## src/rtl/flappy_pkg.sv

```systemverilog
// rtl/flappy_pkg.sv - shared types and constants for the flappy game blocks
// Holds the coordinate/score types, the scheduler state encoding, the default
// screen width with the pipe start positions, and the BCD increment helper.
package flappy_pkg;

   typedef logic [10:0] coord_t;
   typedef logic [11:0] bcd3_t;

   typedef enum logic [1:0] {
      READY = 2'd0,
      RUN   = 2'd1,
      HALT  = 2'd2
   } sched_state_e;

   localparam int     SCREEN_W      = 640;
   localparam coord_t PIPE1_START_X = coord_t'(SCREEN_W / 2 - 1);
   localparam coord_t PIPE1_START_Y = 11'd250;
   localparam coord_t PIPE2_START_X = coord_t'(SCREEN_W - 1);
   localparam coord_t PIPE2_START_Y = 11'd200;

   // Increment a 3-digit BCD value with carry; 999 holds.
   function automatic bcd3_t bcd_inc(input bcd3_t v);
      bcd3_t r;
      r = v;
      if (v != 12'h999) begin
         if (v[3:0] != 4'd9) begin
            r[3:0] = v[3:0] + 4'd1;
         end else begin
            r[3:0] = 4'd0;
            if (v[7:4] != 4'd9) begin
               r[7:4] = v[7:4] + 4'd1;
            end else begin
               r[7:4]  = 4'd0;
               r[11:8] = v[11:8] + 4'd1;
            end
         end
      end
      return r;
   endfunction

endpackage

```

## src/rtl/pipe_scheduler_bcd_score_counter.sv

```systemverilog
// rtl/pipe_scheduler_bcd_score_counter.sv - saturating 3-digit BCD score counter
// Ports: clk, reset (sync, active-high), clear (sync zero), inc (count one),
//        count (12-bit {hundreds, tens, ones}).
import flappy_pkg::*;

module bcd_score_counter (
   input  logic  clk,
   input  logic  reset,
   input  logic  clear,
   input  logic  inc,
   output bcd3_t count
);

   always_ff @(posedge clk) begin
      if (reset || clear) begin
         count <= 12'h000;
      end else if (inc) begin
         count <= bcd_inc(count);
      end
   end

endmodule

```

## src/rtl/pipe_scheduler.sv

```systemverilog
// rtl/pipe_scheduler.sv - pipe obstacle movement, respawn and score keeping
// Ports: game_clk, reset (sync, active-high), restart (level, back to READY),
//        enable (play enable); pipe1_x/y, pipe2_x/y (11-bit position / gap y),
//        score_bcd (3-digit BCD), score_tick (pulse per point),
//        respawn ([0]=pipe1, [1]=pipe2 pulses), running (high in RUN).
import flappy_pkg::*;

module pipe_scheduler #(
   parameter int          SCREEN_W  = flappy_pkg::SCREEN_W,
   parameter int          SPEED     = 1,
   parameter int          BIRD_X    = 100,
   parameter int          GAP_MIN   = 120,
   parameter int          GAP_RANGE = 240,
   parameter logic [15:0] LFSR_SEED = 16'hACE1
) (
   input  logic         game_clk,
   input  logic         reset,
   input  logic         restart,
   input  logic         enable,
   output coord_t       pipe1_x,
   output coord_t       pipe1_y,
   output coord_t       pipe2_x,
   output coord_t       pipe2_y,
   output bcd3_t        score_bcd,
   output logic         score_tick,
   output logic [1:0]   respawn,
   output logic         running
);

   localparam coord_t SPEED_C     = coord_t'(SPEED);
   localparam coord_t BIRD_C      = coord_t'(BIRD_X);
   localparam coord_t GAP_MIN_C   = coord_t'(GAP_MIN);
   localparam coord_t GAP_RANGE_C = coord_t'(GAP_RANGE);
   localparam coord_t RESPAWN_X   = coord_t'(SCREEN_W - 1);
   localparam coord_t P1_X0       = coord_t'(SCREEN_W / 2 - 1);

   sched_state_e state, state_next;
   logic [15:0]  lfsr;
   logic         pending;
   logic         move;
   logic         resp1, resp2, sc1, sc2, inc, pending_next;
   coord_t       p1_x_nxt, p2_x_nxt;

   // Values above the range wrap back to the bottom so every byte maps to a gap.
   function automatic coord_t gap_y(input logic [7:0] r);
      coord_t rv;
      rv = {3'b000, r};
      return (rv <= GAP_RANGE_C) ? GAP_MIN_C + rv : GAP_MIN_C + rv - GAP_RANGE_C - 11'd1;
   endfunction

   always_comb begin
      state_next = state;
      case (state)
         READY:   if (enable)  state_next = RUN;
         RUN:     if (!enable) state_next = HALT;
         HALT:    state_next = HALT;
         default: state_next = READY;
      endcase
      if (restart) state_next = READY;
   end

   // Movement is tied to the next state so the entering edge already moves.
   assign move = (state_next == RUN);

   // Compare before subtracting so x never wraps below zero.
   assign resp1    = move && (pipe1_x < SPEED_C);
   assign resp2    = move && (pipe2_x < SPEED_C);
   assign p1_x_nxt = resp1 ? RESPAWN_X : (move ? pipe1_x - SPEED_C : pipe1_x);
   assign p2_x_nxt = resp2 ? RESPAWN_X : (move ? pipe2_x - SPEED_C : pipe2_x);
   assign sc1      = move && !resp1 && (pipe1_x > BIRD_C) && (p1_x_nxt <= BIRD_C);
   assign sc2      = move && !resp2 && (pipe2_x > BIRD_C) && (p2_x_nxt <= BIRD_C);

   // One point per cycle; any second concurrent event is deferred one cycle.
   assign inc          = !restart && (sc1 || sc2 || pending);
   assign pending_next = (sc1 && sc2) || (pending && (sc1 || sc2));

   always_ff @(posedge game_clk) begin
      if (reset) begin
         lfsr <= LFSR_SEED;
      end else begin
         lfsr <= {lfsr[14:0], lfsr[15] ^ lfsr[13] ^ lfsr[12] ^ lfsr[10]};
      end

      if (reset || restart) begin
         state      <= READY;
         running    <= 1'b0;
         pipe1_x    <= P1_X0;
         pipe1_y    <= PIPE1_START_Y;
         pipe2_x    <= RESPAWN_X;
         pipe2_y    <= PIPE2_START_Y;
         pending    <= 1'b0;
         score_tick <= 1'b0;
         respawn    <= 2'b00;
      end else begin
         state      <= state_next;
         running    <= (state_next == RUN);
         pipe1_x    <= p1_x_nxt;
         pipe2_x    <= p2_x_nxt;
         if (resp1) pipe1_y <= gap_y(lfsr[7:0]);
         if (resp2) pipe2_y <= gap_y(lfsr[15:8]);
         pending    <= pending_next;
         score_tick <= inc;
         respawn    <= {resp2, resp1};
      end
   end

   bcd_score_counter u_score (
      .clk   (game_clk),
      .reset (reset),
      .clear (restart),
      .inc   (inc),
      .count (score_bcd)
   );

endmodule
```

## config.mk

```make
export PLATFORM = sky130hd
export DESIGN_NAME = pipe_scheduler
export DESIGN_NICKNAME = d
export VERILOG_FILES = /design/src/rtl/flappy_pkg.sv /design/src/rtl/pipe_scheduler_bcd_score_counter.sv /design/src/rtl/pipe_scheduler.sv
export SDC_FILE = /design/constraint.sdc
export NUM_CORES = 1
export LEC_CHECK = 0
export BUFFER_PORTS_ARGS = -buffer_cell sky130_fd_sc_hd__buf_4
export CORE_MARGIN = 2
export CORE_UTILIZATION = 45
export DETAILED_ROUTE_END_ITERATION = 7
export GPL_TIMING_DRIVEN = 0
export PLACE_DENSITY = 0.69
export SETUP_SLACK_MARGIN = 0.02
export SLEW_MARGIN = 20
export SYNTH_ARGS = -nofsm -noshare
export SYNTH_HDL_FRONTEND = slang
export SYNTH_SLANG_ARGS = --single-unit
```

## constraint.sdc

```tcl
create_clock -name game_clk -period 2.76 [get_ports game_clk]
set_clock_uncertainty 0.2 [all_clocks]
set_input_delay 0.414 -clock game_clk [delete_from_list [all_inputs] [get_ports game_clk]]
set_output_delay 0.414 -clock game_clk [all_outputs]
set_load 0.02 [all_outputs]
```

== Yosys cells after proc, flatten, opt, wreduce, memory -nomap -nowiden ==
Index checks and enable logic that the tools add are counted.

* Register bits: 79
* Bits of input ports: 4

* Reductions and logical operators: 22
* Bitwise gates (word level): 5
* Order comparisons: 8
* Multiplexer cells: 12
* $add $sub $neg: 11
* Equal/unequal tests: 6

{| class="wikitable"
|+ Operators with widths
! kind !! count
|-
| two-way mux 11 bit || 6
|-
| > comparator 11 x 7 -> 1 bit, second input constant || 2
|-
| <= comparator 11 x 7 -> 1 bit, second input constant || 2
|-
| < comparator 11 x 1 -> 1 bit, second input constant || 2
|-
| subtractor 10 x 2 -> 11 bit, second input constant || 2
|-
| subtractor 11 x 1 -> 11 bit, second input constant || 2
|-
| subtractor 9 x 8 -> 10 bit, second input constant || 2
|-
| adder 7 x 8 -> 9 bit, first input constant || 2
|-
| <= comparator 8 bit, second input constant || 2
|-
| adder 4 x 1 -> 4 bit, second input constant || 3
|-
| inequality test 12 bit, second input constant || 1
|-
| logical AND 1 bit || 11
|-
| two-way mux 4 bit || 2
|-
| inequality test 4 bit, second input constant || 2
|-
| two-way mux 2 bit || 3
|-
| one-hot mux 2 bit (3 select lines) || 1
|-
| equality test 2 x 1 -> 1 bit, second input constant || 2
|-
| logical OR 1 bit || 4
|-
| AND reduction 4 bit || 1
|-
| logical NOT 1 bit || 3
|-
| AND reduction 3 bit || 1
|-
| XOR 1 bit || 3
|-
| equality test 2 bit, second input constant || 1
|-
| logical NOT 2 bit || 1
|-
| 2 further kinds || 3
|}

== Logic depth before layout (Yosys ltp) ==
Gate-level depths: netlist (run 1).

* Word-level depth: 13
* Mapped depth: 11
* Gate-level depth less buffers: 11

== Modules after synthesis ==
Synthesis (run 1) repeated with hierarchy kept, for this count alone.

* Cell total of the unflattened synthesis: 510
* Area total of the unflattened synthesis: 4,195.3 sq um

{| class="wikitable"
|+ By module, submodules not included
! module !! times used !! seq. area each (sq um) !! area an instance (sq um) !! cells each
|-
| pipe_scheduler || 1 || 1,341.3 || 3,540.9 || 433
|-
| bcd_score_counter || 1 || 240.2 || 654.4 || 77
|}

== Worst setup path after synthesis (run 1) ==
No wires, ideal clock.

* Kind: register to register
* Start point: reg pipe1_x[3]
* End point: reg u_score.count[6]
* Path buffers: 1
* Arrival: 2,728 ps
* Setup slack: -239 ps
* Required time: 2,489 ps
* Stages on the path, launching flop included: 9
* Clock period less this slack: 2,999 ps
* Cells stage by stage: dfxtp_1 > clkbuf_1 > or4_1 > or4_4 > xor2_1 > o2111a_1 > a221oi_4 > or4_2 > a21oi_1

* Word-level cells in the longest chain between the ends: 10
* Elaborated cells on any way between the ends: 15
* Those cells by class: 1 x add/sub; 3 x order compare; 2 x mux; 9 x reduce/logical

{| class="wikitable"
|+ RTL lines
! what !! line !! text
|-
| start: declaration || pipe_scheduler.sv:20 || <nowiki>output coord_t pipe1_x,</nowiki>
|-
| start signal: assignment || pipe_scheduler.sv:97 || <nowiki>pipe1_x <= p1_x_nxt;</nowiki>
|-
| parallel branches: the longest is 5 deep, another holds subtractor 11 x 1 -> 11 bit || n/a ||
|-
| logical AND 1 bit (*) || pipe_scheduler.sv:70 || <nowiki>assign sc1 = move && !resp1 && (pipe1_x > BIRD_C) && (p1_x_nxt <= BIRD_C);</nowiki>
|-
| logical OR 1 bit (*) (2 in series) || pipe_scheduler.sv:74 || <nowiki>assign inc = !restart && (sc1 || sc2 || pending);</nowiki>
|-
| logical AND 1 bit (*) || pipe_scheduler.sv:74 ||
|-
| AND reduction 3 bit (no line) (*) || n/a ||
|-
| end signal: assignment || pipe_scheduler_bcd_score_counter.sv:18 || <nowiki>count <= bcd_inc(count);</nowiki>
|-
| end: declaration || pipe_scheduler_bcd_score_counter.sv:11 || <nowiki>output bcd3_t count</nowiki>
|}

Mark *: on every way between the ends.
A chain may end at the register's enable or synchronous reset.

== Worst setup path in the final report (run 1) ==
* Start point: reg pipe2_x[2]
* End point: reg u_score.count[3]

* Word-level cells in the longest chain between the ends: 10
* Elaborated cells on any way between the ends: 15
* Those cells by class: 1 x add/sub; 3 x order compare; 2 x mux; 9 x reduce/logical

{| class="wikitable"
|+ RTL lines
! what !! line !! text
|-
| start: declaration || pipe_scheduler.sv:22 || <nowiki>output coord_t pipe2_x,</nowiki>
|-
| start signal: assignment || pipe_scheduler.sv:98 || <nowiki>pipe2_x <= p2_x_nxt;</nowiki>
|-
| parallel branches: the longest is 5 deep, another holds subtractor 11 x 1 -> 11 bit || n/a ||
|-
| logical AND 1 bit (*) || pipe_scheduler.sv:71 || <nowiki>assign sc2 = move && !resp2 && (pipe2_x > BIRD_C) && (p2_x_nxt <= BIRD_C);</nowiki>
|-
| logical OR 1 bit (*) (2 in series) || pipe_scheduler.sv:74 ||
|-
| logical AND 1 bit (*) || pipe_scheduler.sv:74 ||
|-
| AND reduction 2 bit (no line) (*) || n/a ||
|}

Marks and branches as above.

==> results.sh, run 1 <==
export IMPL_die_area_mm2=0.0102
export IMPL_vias=3917
export IMPL_grt_pass1_wl_um=17000
export IMPL_postLayoutCellArea_mm2=0.00529
export IMPL_synthDistinctLibCells=72
export IMPL_slowest_delay_ns=0.51
export IMPL_relSlewSlack_pct=55.5
export IMPL_cp_start_kind="flop"
export IMPL_syn_to_final_growth_pct=25.3
export IMPL_track_usage_pct=21.1
export IMPL_antenna_left=0
export IMPL_setup_viol=13
export IMPL_min_period_over_period_pct=105
export IMPL_htree_levels=3
export IMPL_slowest_stage="a221oi_4"
export IMPL_antenna_found_initial=0
export IMPL_syn_area_mm2=0.00422
export IMPL_crit_buf_inv=1
export IMPL_status="complete, but fails checks"
export IMPL_cts_tree="yes"
export IMPL_hold_depth=2
export IMPL_path_cells="nor4b_4, nand3_4, or4b_1, a32o_2, a221oi_4, buf_4, o32a_4, a21oi_2"
export IMPL_fin_cells=706
export IMPL_crit_fanout=8
export IMPL_min_to="lfsr[3]"
export IMPL_critPathKind="reg -> reg"
export IMPL_drv_cap=0
export IMPL_via_per_inst=5.55
export IMPL_setup_worst_path_end_class="flop"
export IMPL_p_leak_uw=0.00198
export IMPL_layout_drive_gt1_share_pct=28.1
export IMPL_ys_warn_count=0
export IMPL_grt_pass1_vias=3650
export IMPL_diodes=0
export IMPL_clock_sinks=79
export IMPL_rr_endpoint="u_score.count[3]"
export IMPL_startpoint="pipe2_x[2]"
export IMPL_nFillCells=836
export IMPL_final_hold_violation_count=0
export IMPL_worstHoldStart="reset"
export IMPL_routed_wl_um=10700
export IMPL_synthArstFlopShare_pct=0
export IMPL_synth_fp_nets=521
export IMPL_path_clk_slew_ns=0.08
export IMPL_final_setup_tns_ns=-1.47
export IMPL_synth_ff_type="dfxtp_1"
export IMPL_power_density_mw_per_mm2=423
export IMPL_cts_made_buffers=9
export IMPL_r2r_slack_ns=-0.14
export IMPL_first_pass_iters=4
export IMPL_cp_arrival_ns=2.96
export IMPL_dp_hpwl_um=7510
export IMPL_rsz0062_at_grt="true"
export IMPL_synth_edf_count=0
export IMPL_hold_buffers=0
export IMPL_synth_seq_cells=79
export IMPL_irDropWorstVdd_uv=347
export IMPL_drt_iter0_drc=126
export IMPL_setup_slack_ns=-0.140
export IMPL_clockBufferDepth=2
export IMPL_violations="setup timing"
export IMPL_syn_avg_cell_area_um2=8.36
export IMPL_placed_cells=679
export IMPL_worstMarginPinSlew_ns=0.666
export IMPL_cts_root_buf="clkbuf_8"
export IMPL_routabilityCongestion=0.830
export IMPL_place_port_buffers=63
export IMPL_wl_per_cell_um=15.1
export IMPL_min_period_ns=2.90
export IMPL_io_pins=64
export IMPL_clk_latency_ns=0.36
export IMPL_initial_utilization_pct=46.1
export IMPL_fmax_mhz=345
export IMPL_dpl_instance_area_mm2=0.00487
export IMPL_drc=0
export IMPL_r2r_start="pipe2_x[2]"
export IMPL_die_w_um=101
export IMPL_min_path_type="in -> reg"
export IMPL_fin_nets=606
export IMPL_path_delay_family="compound AO/OA/AOI/OAI gates"
export IMPL_critPathRequiredTime_ns=2.82
export IMPL_grt_overflow=0
export IMPL_synth_cells=505
export IMPL_rr_worst_depth=8
export IMPL_final_common_cell="buf_4"
export IMPL_final_max_slew_viol_count=0
export IMPL_std_cell_rows=35
export IMPL_power_uw=2240
export IMPL_grt_max_degree=14
export IMPL_layout_common_cells="buf_4, dfxtp_1, nand2_1"
export IMPL_core_area_mm2=0.00915
export IMPL_die_h_um=101
export IMPL_fin_util_pct=57.8
export IMPL_yosysSeqAreaShare_pct=37.5
timing repair:
item,in CTS,in global routing
endpoints found under the setup margin,24,27
setup buffers,8,5
resized for setup,16,27
cloned,0,1
pin swaps,12,11
through the flow:
step           hold slack (ns)  worst slack, ns
2_1_floorplan            0.248          -0.0946
3_3_place_gp             0.246           -0.465
3_5_place_dp             0.247           -0.503
4_1_cts                 0.0810           -0.168
5_1_grt                 0.0977           -0.213
6_report                0.0820           -0.140
cell families after synthesis:
group / Yosys count / share of synthesized area [%]
fa+ha+maj: 13 / 3.79
compound gates: 113 / 18.4
mux: 2 / 0.474
buf+inv: 47 / 5.19
xor+xnor: 31 / 6.43
flops: 79 / 37.5
simple gates: 220 / 28.3
routing by layer:
| layer | routed length (µm) | vias up | track usage [%] |
|---|---|---|---|
| li1 | - | 1977 | - |
| met5 | 0 | - | 0 |
| met1 | 4910 | 1850 | 26.8 |
| met3 | 362 | 15 | 2.98 |
| met2 | 5240 | 75 | 35.7 |
| met4 | 168 | 0 | 9.17 |
final cells by class:
| cell class | instances | area, µm² | share of cell area [%] |
|---|---|---|---|
| sequential | 79 | 1600 | 30.3 |
| multi-input combinational | 379 | 2560 | 48.4 |
| clock buffer | 11 | 131 | 2.48 |
| buffer | 19 | 114 | 2.15 |
| inverter | 25 | 93.8 | 1.77 |
| clock inverter | 5 | 58.8 | 1.11 |
| tap | 111 | 139 | 2.63 |
| timing repair buffer | 77 | 589 | 11.1 |
registers in the layout (all words and copies together) (netlist names):
| signal | count |
|---|---|
| respawn | 2 |
| pipe2_y | 11 |
| score_tick | 1 |
| lfsr | 16 |
| pipe1_x | 11 |
| u_score.count | 12 |
| state | 2 |
| pending | 1 |
| pipe2_x | 11 |
| pipe1_y | 11 |
| running | 1 |
synthesized netlist by cell type (all sizes together), types with 8 or more instances:
library cell | instances | share of area (%)
o31ai | 10 | 1.9
ha | 12 | 3.6
a21oi | 35 | 4.3
a211oi | 9 | 1.6
clkbuf | 16 | 1.9
dfxtp | 79 | 37
nor3 | 26 | 3.1
xor2 | 13 | 2.7
nand2 | 54 | 4.8
nor2 | 42 | 3.7
or2 | 11 | 1.6
nand3 | 16 | 2.2
o21ai | 20 | 2.4
xnor2 | 18 | 3.7
inv | 25 | 2.2
o211ai | 11 | 2.0
or4 | 8 | 1.6
worst max path at each step:
| stage | to | cells after the start |
|---|---|---|
| after floorplan | u_score.count[6] | 8 |
| after global placement | u_score.count[7] | 9 |
| after detailed placement | u_score.count[7] | 9 |
| after CTS | u_score.count[2] | 8 |
| after global routing | u_score.count[7] | 8 |
| final | u_score.count[3] | 8 |
where the power goes:
| group | internal, µW | switching, µW |
|---|---|---|
| Clock | 419 | 441 |
| Combinational | 77.8 | 120 |
| Sequential | 1160 | 23.7 |
No activity file was read; power rests on OpenSTA's default activity.
==> inputs of run 2 (changes only) <==
ABC_AREA = 1   (was not set)
==> run 2 against run 1 <==
Effect of this change:
- the flow now finishes without violations
- hold slack better by 0.12 ns
- wire length is 4.9% lower
- count of clock-buffer cells in the layout is 1 higher
- via count is 4.1% higher
- sequential power hardly changed
- sequential cell count stayed put
- synthesized area is 2.5% higher
- synthesized cell count is 24% higher
- critical endpoint is now u_score.count[7]
- highest routed layer unchanged
==> results.sh, run 2 <==
export IMPL_setup_viol=0
export IMPL_wl_per_cell_um=12.2
export IMPL_vias=4078
export IMPL_routed_wl_um=10200
export IMPL_synth_top_area_share_pct=36.6
export IMPL_diodes=0
export IMPL_clockBufferDepth=2
export IMPL_whs_ns=0.199
export IMPL_antenna_found_initial=0
export IMPL_initial_utilization_pct=46.6
export IMPL_met2WireLength_um=4750
export IMPL_dpl_instance_area_mm2=0.00496
export IMPL_top_register="lfsr"
export IMPL_layout_common_cells="nand2_1, nor2_1, inv_1"
export IMPL_path_clk_slew_ns=0.08
export IMPL_final_max_slew_viol_count=0
export IMPL_top_regs="lfsr x16, u_score.count x12"
export IMPL_grt_pass1_wl_um=17400
export IMPL_layout_drive_gt1_share_pct=16.1
export IMPL_cp_start_kind="flop"
export IMPL_synthArstFlopShare_pct=0
export IMPL_multi_input_area_mm2=0.00235
export IMPL_track_usage_pct=20.7
export IMPL_dr_wl_met3_um=451
export IMPL_cts_root_buf="clkbuf_8"
export IMPL_crit_fanout=10
export IMPL_die_w_um=102
export IMPL_min_path_type="in -> reg"
export IMPL_grt_pass1_vias=3858
export IMPL_crit_path_frequent_cell="nand3_1"
export IMPL_synth_top_cell_by_area="dfxtp_1"
export IMPL_clock_sinks=79
export IMPL_die_h_um=102
export IMPL_cp_arrival_ns=2.54
export IMPL_synth_fa_ha_area_share_pct=3.47
export IMPL_fin_util_pct=55.8
export IMPL_final_seq_area_mm2=0.00158
export IMPL_min_period_over_period_pct=89.6
export IMPL_synthDistinctLibCells=43
export IMPL_synth_edf_count=0
export IMPL_nFillCells=958
export IMPL_muxShareOfSynthArea_pct=0
export IMPL_rsz0062_at_grt="false"
export IMPL_final_common_cell="nand2_1"
export IMPL_core_area_mm2=0.00928
export IMPL_htree_levels=3
export IMPL_ys_warn_count=0
export IMPL_syn_to_final_growth_pct=19.9
export IMPL_drv_cap=0
export IMPL_synth_cells=626
export IMPL_critPathRequiredTime_ns=2.83
export IMPL_routabilityCongestion=0.892
export IMPL_slowest_delay_ns=0.35
export IMPL_critPathKind="reg -> reg"
export IMPL_synth_fp_nets=642
export IMPL_cts_made_buffers=9
export IMPL_fmax_mhz=405
export IMPL_path_cells="or2_1, nor2_1, nand3_1, buf_2, nand3b_1, nor2_1, nand2_1, nand2_1, nand3_1, nand3_2, buf_6, nand3_4, nand3_1, o21ai_1"
export IMPL_place_port_buffers=63
export IMPL_synth_most_common_cell="nand2_1"
export IMPL_synth_top_family_by_area="simple AND/OR/NAND/NOR gates"
export IMPL_grt_overflow=0
export IMPL_grt_max_degree=13
export IMPL_drt_iter0_drc=149
export IMPL_yosys_top_cells_area="dfxtp_1, nand2_1, nor2_1, inv_1, nand3_1"
export IMPL_cts_setup_buffers=0
export IMPL_clk_latency_ns=0.35
export IMPL_power_density_mw_per_mm2=453
export IMPL_first_pass_iters=5
export IMPL_top_layer="met4"
export IMPL_irDropWorstVdd_uv=268
export IMPL_relSlewSlack_pct=53.8
export IMPL_final_hold_violation_count=0
export IMPL_met1Wirelength_um=4810
export IMPL_die_area_mm2=0.0104
export IMPL_synth_xor_area_share_pct=5.44
export IMPL_largest_reg_flops=16
export IMPL_yosysSeqAreaShare_pct=36.6
export IMPL_status="finished clean"
export IMPL_fin_nets=716
export IMPL_postLayoutCellArea_mm2=0.00518
export IMPL_worstMarginPinSlew_ns=0.693
export IMPL_antenna_left=0
export IMPL_synth_compound_area_share_pct=9.26
export IMPL_final_setup_tns_ns=0
export IMPL_synth_seq_cells=79
export IMPL_slowest_stage="dfxtp_1"
export IMPL_syn_area_mm2=0.00432
export IMPL_min_period_ns=2.47
export IMPL_power_uw=2350
export IMPL_cts_tree="yes"
export IMPL_synth_common_cells="nand2_1, nor2_1, dfxtp_1, inv_1, nand3_1"
export IMPL_dp_hpwl_um=7770
export IMPL_yosys_area_share_simple_pct=36.0
export IMPL_std_cell_rows=35
export IMPL_cts_resized=0
export IMPL_syn_avg_cell_area_um2=6.91
export IMPL_drc=0
export IMPL_io_pins=64
export IMPL_p_leak_uw=0.00245
export IMPL_synth_ff_type="dfxtp_1"
export IMPL_setup_worst_path_end_class="flop"
export IMPL_hold_buffers=0
export IMPL_via_per_inst=4.90
run 2: changes by cell type after synthesis, moves of 6 or more:
cell	previous run	this run
nor3_1	26	9
nand3_1	15	52
xnor2_1	18	10
inv_1	25	79
nor2b_1	7	0
a211oi_1	9	2
o211ai_1	11	2
nor3b_1	7	0
o31ai_1	9	1
nand2_1	54	151
or2_2	11	5
clkbuf_1	14	6
nor2_1	42	83
run 2: critical path: cells and delay by family (launching register included):
kind                   cells  cell delay [ns]
buffers and inverters      2             0.37
and+or+nand+nor           11             1.37
DFF                        1             0.35
AOI/OAI and AO/OA          1             0.11
run 2: worst paths after layout:
kind / startpoint / end / slack (ns) / depth (start not counted)
setup / recovery: pipe1_x[10] / u_score.count[7] / 0.29 / 14
hold / removal: reset / lfsr[15] / 0.20 / 3
setup reg to reg: pipe1_x[10] / u_score.count[7] / 0.29 / 14
hold reg to reg: pipe1_y[8] / pipe1_y[8] / 0.27 / 2
run 2: metal layers:
| metal | vias up | GRT usage [%] |
|---|---|---|
| met2 | 86 | 34.5 |
| met4 | 0 | 6.87 |
| met5 | - | 0 |
| met3 | 13 | 3.90 |
| met1 | 1830 | 27.2 |
| li1 | 2149 | - |
run 2: area by class of cell:
cell class | instances | share of cell area, %
sequential | 79 | 30.5
timing repair buffer | 63 | 9.12
clock inverter | 3 | 1.30
buffer | 15 | 1.71
multi-input combinational | 449 | 45.4
inverter | 83 | 6.01
tap | 129 | 3.11
clock buffer | 12 | 2.80
run 2: power by group:
| group | internal (µW) | leakage, µW | switching [µW] |
|---|---|---|---|
| combinational | 75.9 | 0.00170 | 143 |
| clock | 531 | 0.000103 | 421 |
| sequential | 1160 | 0.000643 | 18.4 |
| total | 1770 | 0.00245 | 582 |
run 2: through the flow:
step,setup WS (ns),std cells
2_1_floorplan,0.421,626
3_3_place_gp,0.258,818
3_5_place_dp,0.272,818
4_1_cts,0.251,833
5_1_grt,0.0216,833
6_report,0.288,833
run 2: cells by family after synthesis:
family / count (synthesis)
AO/OA/AOI/OAI: 74
flip-flops: 79
XOR/XNOR: 26
adder cells (fa/ha/maj): 12
buffers and inverters: 98
AND/OR/NAND/NOR: 337
==> inputs of run 3 (changes only) <==
CELL_PAD_IN_SITES_DETAIL_PLACEMENT = 1   (was not set)
CELL_PAD_IN_SITES_GLOBAL_PLACEMENT = 2   (was not set)
CORE_UTILIZATION = 29   (was 45)
PLACE_DENSITY = 0.78   (was 0.69)
==> run 3 against run 2 <==
Effect of this change:
- sequential share of layout area decreased by 1.1 points
- die area increased by 53%
- via count increased by 3.9%
- fmax decreased by 1.2%
- sequential cell count unchanged
- count of clock-buffer cells in the layout decreased by 2
- utilization decreased by 19 points
- critical path depth increased by 1
- clock power increased by 32%
- critical path type unchanged
==> results.sh, run 3 (synthesis gave the netlist of run 2 again) <==
export IMPL_min_period_over_period_pct=90.7
export IMPL_power_uw=2670
export IMPL_io_pins=64
export IMPL_fin_util_pct=37.1
export IMPL_grt_pass1_wl_um=21400
export IMPL_top_register="lfsr"
export IMPL_clockBufferDepth=2
export IMPL_critPathKind="reg -> reg"
export IMPL_htree_levels=3
export IMPL_diodes=0
export IMPL_fin_nets=716
export IMPL_rr_endpoint="u_score.count[5]"
export IMPL_cp_arrival_ns=2.51
export IMPL_routed_wl_um=13100
export IMPL_die_w_um=126
export IMPL_setup_worst_path_end_class="flop"
export IMPL_rsz0062_at_grt="false"
export IMPL_min_to="lfsr[11]"
export IMPL_cts_root_buf="clkbuf_16"
export IMPL_final_hold_violation_count=0
export IMPL_cts_setup_buffers=0
export IMPL_cts_tree="yes"
export IMPL_r2r_slack_ns=0.26
export IMPL_drc=0
export IMPL_fmax_mhz=400
export IMPL_antenna_left=0
export IMPL_dp_slack_ns=0.117
export IMPL_dp_hpwl_um=9980
export IMPL_first_pass_iters=4
export IMPL_final_setup_tns_ns=0
export IMPL_clkPwrFrac_pct=47.0
export IMPL_worstHoldStart="reset"
export IMPL_cts_made_buffers=9
export IMPL_critPathRequiredTime_ns=2.77
export IMPL_syn_to_final_growth_pct=24.5
export IMPL_die_h_um=126
export IMPL_dpl_instance_area_mm2=0.00503
export IMPL_crit_fanout=10
export IMPL_min_period_ns=2.50
export IMPL_top_regs="lfsr x16, u_score.count x12"
export IMPL_initial_utilization_pct=29.8
export IMPL_p_leak_uw=0.00248
export IMPL_nFillCells=1850
export IMPL_routabilityCongestion=0.788
export IMPL_worstMarginPinSlew_ns=0.787
export IMPL_layout_common_cells="nand2_1, nor2_1, inv_1"
export IMPL_final_max_slew_viol_count=0
export IMPL_cp_start_kind="flop"
export IMPL_rr_worst_depth=15
export IMPL_status="finished clean"
export IMPL_drv_cap=0
export IMPL_power_share_combinational_pct=8.8
export IMPL_grt_overflow=0
export IMPL_largest_reg_flops=16
export IMPL_drt_iter0_drc=130
export IMPL_min_path_type="in -> reg"
export IMPL_std_cell_rows=44
export IMPL_grt_pass1_vias=4337
export IMPL_setup_viol=0
export IMPL_relSlewSlack_pct=47.5
export IMPL_postLayoutCellArea_mm2=0.00539
export IMPL_wl_per_cell_um=14.7
export IMPL_final_common_cell="nand2_1"
export IMPL_power_share_sequential_pct=44.2
export IMPL_power_density_mw_per_mm2=496
export IMPL_vias=4236
export IMPL_core_area_mm2=0.0145
export IMPL_switching_share_pct=26.4
export IMPL_via_per_inst=4.76
export IMPL_path_clk_slew_ns=0.06
export IMPL_power_switching_uw=705
export IMPL_p_int_uw=1970
export IMPL_track_usage_pct=16.8
export IMPL_layout_drive_gt1_share_pct=17.7
export IMPL_antenna_found_initial=0
export IMPL_hold_depth=3
export IMPL_irDropWorstVdd_uv=259
export IMPL_grt_max_degree=15
export IMPL_clk_latency_ns=0.35
export IMPL_setup_slack_ns=0.258
export IMPL_place_port_buffers=63
export IMPL_clock_sinks=79
export IMPL_r2r_start="pipe2_x[2]"
export IMPL_die_area_mm2=0.0159
[run 3: cell count changes in the layout (fill, tap and decap cells not counted), sizes merged]
cell,previous run,this run
clkinv,1,0
clkinvlp,1,5
inv,82,83
bufinv,2,1
clkbuf,18,16
[run 3: routing by layer]
layer	track usage [%]	part of all wire, %
met1	21.1	47
met5	0	0
met4	6.33	1.7
met2	28.9	49
met3	2.63	2.2
[run 3: how the worst max path moves through the flow]
stage	to	depth (start not counted)	startpoint	slack (ns)
4_1_cts	pipe2_y[9]	12	lfsr[11]	0.06
3_3_place_gp	u_score.count[8]	15	pipe1_x[10]	0.21
2_1_floorplan	u_score.count[6]	17	pipe2_x[0]	0.42
6_report	u_score.count[5]	15	pipe2_x[2]	0.26
5_1_grt	u_score.count[6]	15	pipe2_x[2]	0.03
3_5_place_dp	pipe2_y[9]	12	lfsr[11]	0.12
[run 3: repair_timing]
action | CTS | global route
resized for setup | 0 | 14
endpoints found under the setup margin | 0 | 16
hold buffers | 0 | 0
[run 3: final cells by class]
class,instances,area (µm²),area share [%]
plain buffers,15,88.8,1.65
clock buffers,10,239,4.44
clock inverters,6,68.8,1.28
inverters,83,315,5.86
multi-input cells,449,2380,44.3
flip-flops and latches,79,1590,29.4
well taps,184,230,4.28
repair buffers,63,473,8.78
[run 3: through the flow]
step | instances | hold slack (ns)
after floorplan | 626 | 0.240
after detailed placement | 873 | 0.263
after CTS | 889 | 0.211
after global routing | 889 | 0.221
final | 889 | 0.213
after global placement | 873 | 0.262
[run 3: critical path: stages, from the launching register on]
cell and delay [ns]:
dfxtp_1 0.52, nor2_4 0.09, nand2_1 0.11, nor2_4 0.06
nand3_2 0.06, buf_2 0.27, nand3_1 0.12, nor2_1 0.11
nand2_1 0.07, nand2_1 0.10, nand3_2 0.11, nand3_2 0.11
buf_6 0.16, nand3_4 0.11, nand2_1 0.09, a21oi_1 0.06
[run 3: power by group through the flow]
stage	logic (µW)	clock network, µW	registers (µW)
after floorplan	160	0	1200
after global placement	222	0	1200
after detailed placement	228	0	1200
after CTS	230	1290	1180
after global routing	266	1340	1180
final	236	1260	1180
